==> src/rtl/ieeedrv_pkg.sv <==
// Constants and error codes shared by the drive's track generator and track parser.
package ieeedrv_pkg;

    localparam logic [7:0] HDR_CODE  = 8'h08;
    localparam logic [7:0] DATA_CODE = 8'h07;
    localparam logic [7:0] TEST_CODE = 8'h0F;
    localparam logic [7:0] SYNC_BYTE = 8'h42;

    typedef enum logic [2:0] {
        ERR_NONE     = 3'd0,
        ERR_HDR_CHK  = 3'd1,
        ERR_TRACK    = 3'd2,
        ERR_DATA_CHK = 3'd3,
        ERR_SHORT    = 3'd4,
        ERR_NO_HDR   = 3'd5,
        ERR_UNKNOWN  = 3'd6,
        ERR_SECTOR   = 3'd7
    } err_code_t;

endpackage

==> src/rtl/ieeedrv_trkparse.sv <==
// Receive-side track stream parser: finds sync runs and block codes, checks header and
// data blocks, and writes 256-byte data payloads into the sector buffer.
module ieeedrv_trkparse #(
    parameter int unsigned MIN_SYNC  = 2,
    parameter logic [7:0]  HDR_CODE  = ieeedrv_pkg::HDR_CODE,
    parameter logic [7:0]  DATA_CODE = ieeedrv_pkg::DATA_CODE
) (
    input  logic        clk_sys,
    input  logic        reset,
    input  logic        enable,
    input  logic [7:0]  track,
    input  logic        byte_stb,
    input  logic        sync_n,
    input  logic [7:0]  byte_in,
    output logic        hdr_stb,
    output logic [4:0]  hdr_sector,
    output logic [15:0] hdr_id,
    output logic        data_stb,
    output logic [12:0] buf_addr,
    output logic [7:0]  buf_data,
    output logic        buf_we,
    output logic        err_stb,
    output logic [2:0]  err_code,
    output logic        busy
);
    import ieeedrv_pkg::*;

    typedef enum logic [2:0] {HUNT, SYNC, HDR, DATA, DCHK} state_t;

    localparam logic [2:0] MIN_SYNC_C = 3'(MIN_SYNC);

    state_t     state_q, state_d;
    logic [2:0] sync_cnt_q, sync_cnt_d;
    logic [7:0] idx_q, idx_d;
    logic [7:0] acc_q, acc_d;
    logic [7:0] hchk_q, hchk_d, hsec_q, hsec_d, htrk_q, htrk_d, hidhi_q, hidhi_d;
    logic       hdr_ok_q, hdr_ok_d;

    logic        hdr_stb_d, data_stb_d, err_stb_d, buf_we_d, busy_d;
    logic [4:0]  hdr_sector_d;
    logic [15:0] hdr_id_d;
    logic [12:0] buf_addr_d;
    logic [7:0]  buf_data_d;
    err_code_t   err_code_q, err_code_d;

    logic      enough_sync;
    err_code_t hdr_verdict;

    assign enough_sync = (sync_cnt_q >= MIN_SYNC_C);

    // Header verdict on the final byte (id_lo on byte_in); priority checksum, track, sector.
    always_comb begin
        // NOTE: every combinational output gets a default first so no latch is inferred.
        hdr_verdict = ERR_NONE;
        if ((acc_q ^ byte_in) != hchk_q)
            hdr_verdict = ERR_HDR_CHK;
        else if (htrk_q != track)
            hdr_verdict = ERR_TRACK;
        else if (hsec_q[7:5] != 3'd0)
            hdr_verdict = ERR_SECTOR;
    end

    always_ff @(posedge clk_sys) begin
        // NOTE: sequential state uses non-blocking assignments so all flops update together.
        if (reset) begin
            state_q    <= HUNT;
            sync_cnt_q <= '0;
            idx_q      <= '0;
            acc_q      <= '0;
            hchk_q     <= '0;
            hsec_q     <= '0;
            htrk_q     <= '0;
            hidhi_q    <= '0;
            hdr_ok_q   <= 1'b0;
            hdr_stb    <= 1'b0;
            hdr_sector <= '0;
            hdr_id     <= '0;
            data_stb   <= 1'b0;
            buf_addr   <= '0;
            buf_data   <= '0;
            buf_we     <= 1'b0;
            err_stb    <= 1'b0;
            err_code_q <= ERR_NONE;
            busy       <= 1'b0;
        end else begin
            state_q    <= state_d;
            sync_cnt_q <= sync_cnt_d;
            idx_q      <= idx_d;
            acc_q      <= acc_d;
            hchk_q     <= hchk_d;
            hsec_q     <= hsec_d;
            htrk_q     <= htrk_d;
            hidhi_q    <= hidhi_d;
            hdr_ok_q   <= hdr_ok_d;
            hdr_stb    <= hdr_stb_d;
            hdr_sector <= hdr_sector_d;
            hdr_id     <= hdr_id_d;
            data_stb   <= data_stb_d;
            buf_addr   <= buf_addr_d;
            buf_data   <= buf_data_d;
            buf_we     <= buf_we_d;
            err_stb    <= err_stb_d;
            err_code_q <= err_code_d;
            busy       <= busy_d;
        end
    end

    assign err_code = err_code_q;

    always_comb begin
        state_d = state_q;
        if (!enable) begin
            state_d = HUNT;
        end else if (byte_stb) begin
            case (state_q)
                HUNT: if (!sync_n) state_d = SYNC;
                SYNC: begin
                    if (sync_n) begin
                        if (enough_sync && byte_in == HDR_CODE)
                            state_d = HDR;
                        else if (enough_sync && byte_in == DATA_CODE && hdr_ok_q)
                            state_d = DATA;
                        else
                            state_d = HUNT;
                    end
                end
                HDR:  if (!sync_n) state_d = SYNC; else if (idx_q == 8'd4) state_d = HUNT;
                DATA: if (!sync_n) state_d = SYNC; else if (idx_q == 8'hFF) state_d = DCHK;
                DCHK: state_d = sync_n ? HUNT : SYNC;
                default: state_d = HUNT;
            endcase
        end
    end

    always_comb begin
        sync_cnt_d   = sync_cnt_q;
        idx_d        = idx_q;
        acc_d        = acc_q;
        hchk_d       = hchk_q;
        hsec_d       = hsec_q;
        htrk_d       = htrk_q;
        hidhi_d      = hidhi_q;
        hdr_ok_d     = hdr_ok_q;
        hdr_stb_d    = 1'b0;
        hdr_sector_d = hdr_sector;
        hdr_id_d     = hdr_id;
        data_stb_d   = 1'b0;
        buf_addr_d   = buf_addr;
        buf_data_d   = buf_data;
        buf_we_d     = 1'b0;
        err_stb_d    = 1'b0;
        err_code_d   = err_code_q;

        if (!enable) begin
            hdr_ok_d   = 1'b0;
            sync_cnt_d = '0;
        end else if (byte_stb) begin
            if (!sync_n && (state_q == HDR || state_q == DATA || state_q == DCHK)) begin
                // A sync inside a block truncates it; that sync also opens a new run.
                err_stb_d  = 1'b1;
                err_code_d = ERR_SHORT;
                hdr_ok_d   = 1'b0;
                sync_cnt_d = 3'd1;
            end else begin
                case (state_q)
                    HUNT: if (!sync_n) sync_cnt_d = 3'd1;
                    SYNC: begin
                        if (!sync_n) begin
                            if (sync_cnt_q != 3'd7) sync_cnt_d = sync_cnt_q + 3'd1;
                        end else if (enough_sync) begin
                            idx_d = '0;
                            acc_d = '0;
                            if (byte_in != HDR_CODE) begin
                                if (byte_in == DATA_CODE) begin
                                    if (!hdr_ok_q) begin
                                        err_stb_d  = 1'b1;
                                        err_code_d = ERR_NO_HDR;
                                    end
                                end else begin
                                    err_stb_d  = 1'b1;
                                    err_code_d = ERR_UNKNOWN;
                                end
                            end
                        end
                    end
                    HDR: begin
                        idx_d = idx_q + 8'd1;
                        if (idx_q != 8'd0) acc_d = acc_q ^ byte_in;
                        case (idx_q)
                            8'd0: hchk_d  = byte_in;
                            8'd1: hsec_d  = byte_in;
                            8'd2: htrk_d  = byte_in;
                            8'd3: hidhi_d = byte_in;
                            default: ;
                        endcase
                        if (idx_q == 8'd4) begin
                            if (hdr_verdict != ERR_NONE) begin
                                err_stb_d  = 1'b1;
                                err_code_d = hdr_verdict;
                                hdr_ok_d   = 1'b0;
                            end else begin
                                hdr_ok_d     = 1'b1;
                                hdr_stb_d    = 1'b1;
                                hdr_sector_d = hsec_q[4:0];
                                hdr_id_d     = {hidhi_q, byte_in};
                            end
                        end
                    end
                    DATA: begin
                        buf_we_d   = 1'b1;
                        buf_addr_d = {hdr_sector, idx_q};
                        buf_data_d = byte_in;
                        acc_d      = acc_q ^ byte_in;
                        idx_d      = idx_q + 8'd1;
                    end
                    DCHK: begin
                        hdr_ok_d = 1'b0;
                        if (byte_in == acc_q) begin
                            data_stb_d = 1'b1;
                        end else begin
                            err_stb_d  = 1'b1;
                            err_code_d = ERR_DATA_CHK;
                        end
                    end
                    default: ;
                endcase
            end
        end

        // A sync run long enough to accept a code counts as the code-wait phase.
        busy_d = (state_d == HDR) || (state_d == DATA) || (state_d == DCHK) ||
                 ((state_d == SYNC) && (sync_cnt_d >= MIN_SYNC_C));
    end

endmodule

==> config.mk <==
export PLATFORM = sky130hd
export DESIGN_NAME = ieeedrv_trkparse
export DESIGN_NICKNAME = d
export VERILOG_FILES = /design/src/rtl/ieeedrv_pkg.sv /design/src/rtl/ieeedrv_trkparse.sv
export SDC_FILE = /design/constraint.sdc
export NUM_CORES = 1
export LEC_CHECK = 0
export BUFFER_PORTS_ARGS = -buffer_cell sky130_fd_sc_hd__buf_2
export CAP_MARGIN = 20
export CORE_ASPECT_RATIO = 2
export CORE_UTILIZATION = 50
export CTS_BUF_LIST = sky130_fd_sc_hd__clkbuf_2
export CTS_CLUSTER_DIAMETER = 60
export CTS_CLUSTER_SIZE = 40
export DETAILED_ROUTE_END_ITERATION = 16
export PLACE_DENSITY = 0.77
export SYNTH_ARGS = -nofsm -noshare
export SYNTH_HDL_FRONTEND = slang
export SYNTH_SLANG_ARGS = --single-unit
==> constraint.sdc <==
create_clock -name clk_sys -period 2.5 [get_ports clk_sys]
set_input_delay 0 -clock clk_sys [delete_from_list [all_inputs] [get_ports clk_sys]]
set_output_delay 0 -clock clk_sys [all_outputs]
set_load 0.05 [all_outputs]
* Yosys cells after proc, flatten, opt, wreduce, memory -nomap -nowiden *
Cells that the tools add are included.

word-level totals
  register bits after elaboration = 105
  output and inout bits = 50
  word-level logic and storage cells = 150

operators by class
  add/sub/neg operators = 2
  order comparisons = 2
  equal/unequal tests = 30
  mux-type cells = 53
  bitwise logic cells = 8
  reductions and logical operators = 36

operators with widths
  kind                   number
  $mux W3                26
  $mux W8                3
  $pmux W8 S3            1
  $reduce_and A5 Y1      4
  $eq A8 B2 Y1 const B   2
  $eq A8 B3 Y1 const B   2
  $ne A8 B8 Y1           2
  $pmux W8 S2            1
  $mux W1                15
  $ne A3 B3 Y1 const B   5
  $pmux W3 S5            1
  $eq A3 B2 Y1 const B   4
  $reduce_and A6 Y1      2
  $reduce_bool A3 Y1     4
  $reduce_and A10 Y1     1
  $pmux W3 S3            1
  $add A8 B1 Y8 const B  1
  $eq A8 B1 Y1 const B   1
  $eq A8 B4 Y1 const B   1
  $eq A8 B8 Y1           1
  $eq A8 B8 Y1 const B   1
  $logic_not A8 Y1       1
  $ne A8 B4 Y1 const B   1
  $reduce_bool A8 Y1     1
  29 further kinds       49

* Depth between registers and ports, before layout *
  word-level depth = 13
  depth in mapped cells = 9

* Worst setup path before layout *
OpenSTA, ideal clock, no wires.

  kind = reg2reg
  from = register idx_q[3]
  to = register err_code_q[1], in the netlist err_code[1]
  setup time = 0.117 ns
  arrival = 1.936 ns
  required time = 2.383 ns
  setup slack = 0.446 ns
  cell stages (with the launch flop) = 7
  path buffers = 0
  period minus slack after synthesis = 2.054 ns
  cells stage by stage = dfxtp_1 or3_4 or4_4 nand3_2 nand4b_4 or2_1 a32o_1

between the ends
  longest elaborated chain between the ends = 3

ends and longest elaborated chain
  what                                 RTL line                 text
  start: declaration                   ieeedrv_trkparse.sv:34   logic [7:0] idx_q, idx_d;
  start signal: assignment             ieeedrv_trkparse.sv:88   idx_q <= idx_d;
  $eq A8 B3 Y1                         ieeedrv_trkparse.sv:196  if (idx_q == 8'd4) begin
  $ne A3 B2 Y1 (no source line)        n/a
  $reduce_and A10 Y1 (no source line)  n/a
  end signal: assignment               ieeedrv_trkparse.sv:103  err_code_q <= err_code_d;
  end: declaration                     ieeedrv_trkparse.sv:44   err_code_t err_code_q, err_code_d;

Every way passes these cells.
A chain may end at the register's enable or synchronous reset.

* Final worst setup path *
  from = register sync_cnt_q[1]
  to = register sync_cnt_q[1]

between the ends
  longest elaborated chain between the ends = 7
  elaborated cells between the ends (all ways) = 9

ends and longest elaborated chain
  what                                                  RTL line                 text
  start: declaration                                    ieeedrv_trkparse.sv:33   logic [2:0] sync_cnt_q, sync_cnt_d;
  start signal: assignment                              ieeedrv_trkparse.sv:87   sync_cnt_q <= sync_cnt_d;
  $add A3 B1 Y3 / $ne A3 B3 Y1 (equally long branches)  ieeedrv_trkparse.sv:169  if (sync_cnt_q != 3'd7) sync_cnt_d = sync_cnt_q + 3'd1;
  $mux W3                                               ieeedrv_trkparse.sv:169
  $mux W3                                               ieeedrv_trkparse.sv:168  if (!sync_n) begin
  $pmux W3 S2                                           ieeedrv_trkparse.sv:165  case (state_q)
  $mux W3                                               ieeedrv_trkparse.sv:158  if (!sync_n && (state_q == HDR || state_q == DATA || state_q == DCHK)) begin
  $mux W3 (*)                                           ieeedrv_trkparse.sv:157  end else if (byte_stb) begin
  $mux W3 (*)                                           ieeedrv_trkparse.sv:154  if (!enable) begin

Mark *: on every way between the ends. The rest lies on a longest branch, timed or not.

==> reports/results.tsv <==
metric	value	unit
die height	141.9	microns
R2R Path End	sync_cnt_q[1]	
Final Skew	0.03519	ns
layout cells sized above 1	19.72	%
Worst Max-Slew Pin Slew	0.6635	ns
min-delay src	track[4]	
dpl hpwl	9029	microns
CP Launch Type	flip-flop	
area of placed instances	0.005401	sq mm
syn nets	581	
fin area	0.005679	sq mm
die area	0.01020	sq mm
Final WS setup	0.1375	ns
Final Hold Vio Count	0	
die width	71.93	microns
pin count of the biggest net entering global routing	51	
maximum VDD drop	0.5813	mV
Yosys Warn Count	0	
Syn Inst Count	554	
commonest non-fill, non-tap cell in the layout	dfxtp_1	
# rows	50	
CTS buffer count	9	
initial antenna violation count	1	
number of distinct library cells after synthesis	66	
final setup TNS	0	ns
Power Dens Cells	480.1	mW/mm^2
Synth-to-Final Area Change	16.15	%
Worst-Skew Late Latency	0.60	ns
1st-iter DRT viols	266	
Crit Path Max Fanout	6	
Tcrit/Tclk final	94.50	%
most frequent cells in the layout	104 x dfxtp_1, 80 x nor2_1, 73 x nand2_1	
nets	661	
WL per Instance	16.02	microns
Post-synth EDFFs	0	
CP arrival	2.94	ns
Pleak	2.551	nW
outcome	finished, final reports clean	
max cap viols	0	
Post-Route WL	12340	microns
DRC	0	
first-pass GRT wire length	20070	microns
CTS tree	yes	
number of global-route vias before repair	4169	
first-pass detailed-route iteration total	7	
part of the Yosys area used for sequential elements	42.99	%
Post-synth ARST share	0	%
CTS Buffer Depth	2	
routability cong.	0.9369	
Clock Pin Slew Worst Setup and Hold Paths	0.30	ns
placed insts	739	
worst hold path stage count	6	
Avg Cell Area, Syn	8.826	sq um
Min-Delay Endpoint	hdr_stb	
hold crit path type	primary input to flip-flop	
final setup fails	0	
R2R Setup Slk	0.14	ns
R2R depth	7	
pre-CTS setup slack	0.2553	ns
Post-synth top flop	dfxtp_1	
post-route ant nets	0	
Mapped Area	0.004890	sq mm
via count	4260	
RSZ-0062 raised after global routing	no	
buffer type at the clock tree root	clkbuf_2	
Slew headroom	55.36	%
Layout Cells excl Fill	770	
crit end category	flip-flop	
Final Max Tran Viols	0	
global-route usage over all layers	25.27	%
drt via density	5.532	
RR Startpoint	sync_cnt_q[1]	
minimum clock period	2.362	ns
Port-buffer cells	70	
H-tree levels	3	
fin util	60.12	%
critical path type	flip-flop to flip-flop	
fmax	0.4233	GHz
Critical Path RT	3.07	ns
total grt overflow	0	
#FFs+latches synth	105	
Initial Util	51.76	%
Core Region	0.009447	sq mm
# IOs	71	
Sink Count	105	
[metrics by stage]
step           power, mW  hold slack [ns]
4_1_cts            2.742          0.05468
3_5_place_dp       1.879           0.3207
3_3_place_gp       1.877           0.3151
2_1_floorplan      1.819           0.1400
5_1_grt            2.824          0.09666
6_report           2.727           0.1035
[power by group]
group / total [mW] / switching [mW] / leakage [nW] / internal [mW]
Clock: 0.859 / 0.604 / 0.0811 / 0.254
Combinational: 0.181 / 0.112 / 1.62 / 0.0686
Sequential: 1.69 / 0.00334 / 0.846 / 1.68
Total: 2.73 / 0.720 / 2.55 / 2.01
[cell type report]
class	instances	area [sq um]
clock inverters	7	88.84
diodes	1	2.502
clock buffers	9	45.04
repair buffers	102	638.1
inverters	12	45.04
flip-flops and latches	105	2103
well taps	130	162.7
multi-input cells	404	2594
fillers	828	3767
[critical path, cell delays in order (launching register included)]
cell and delay, ns:
dfxtp_2 0.43, ha_1 0.20, nand2_1 0.12, a31oi_1 0.09, nand2b_1 0.16, dlygate4sd3_1 0.56, nor4_1 0.22, dlygate4sd3_1 0.57
[synth_stat cells (3+ instances only)]
cell type / number / area (sq um)
a31oi_1: 3 / 18.77
ha_1: 6 / 75.07
a21oi_1: 43 / 215.2
nand3_1: 8 / 40.04
nand2_2: 3 / 18.77
nor3_1: 10 / 50.05
and2_1: 3 / 18.77
clkbuf_1: 24 / 90.09
xor2_1: 14 / 122.6
dfxtp_1: 105 / 2102
buf_2: 6 / 30.03
nand2b_1: 4 / 25.02
nor4_1: 5 / 31.28
nand3b_1: 11 / 82.58
nor2_1: 80 / 300.3
xnor3_1: 6 / 135.1
nand2_1: 73 / 274.0
mux2i_1: 45 / 450.4
nand4_1: 8 / 50.05
xnor2_1: 11 / 96.34
o21ai_0: 15 / 75.07
o211ai_1: 3 / 22.52
inv_1: 12 / 45.04
buf_6: 3 / 33.78
and3_1: 3 / 18.77
[worst max path at each step]
stage | end | start | slack [ns]
after floorplan | err_code[1] | idx_q[3] | 0.45
after global placement | err_code[1] | idx_q[1] | 0.29
after detailed placement | err_code[1] | idx_q[0] | 0.26
after CTS | sync_cnt_q[1] | sync_cnt_q[1] | 0.12
after global routing | sync_cnt_q[1] | sync_cnt_q[1] | 0.01
final | sync_cnt_q[1] | sync_cnt_q[1] | 0.14
[what timing repair did]
action,in CTS,in global routing
hold buffers,14,0
resized for setup,0,1
endpoints found under the hold margin,78,0
setup endpoints to repair,0,1
setup buffers,0,0
[flip-flops by register name (all words and copies together), names as in the netlist, 5 cells and up]
| register | count |
|---|---|
| acc_q | 8 |
| buf_addr | 13 |
| buf_data | 8 |
| hchk_q | 8 |
| hdr_id | 16 |
| hdr_sector | 5 |
| hidhi_q | 8 |
| hsec_q | 8 |
| htrk_q | 8 |
| idx_q | 8 |
[cell families after synthesis]
family / share of synthesized area, %
buffers and inverters: 4.069
adder cells (fa/ha/maj): 1.535
XOR/XNOR: 7.242
multiplexers: 9.212
flip-flops: 42.99
AO/OA/AOI/OAI: 10.88
AND/OR/NAND/NOR: 24.08
[layer usage]
metal,vias to the layer above,global-route usage [%],share of wire (%)
li1,2066,-,-
met1,2034,28.04,39
met2,133,45.23,55
met3,27,3.338,3.7
met4,0,14.24,3.0
met5,-,0,0
(Power assumes the default switching activity.)
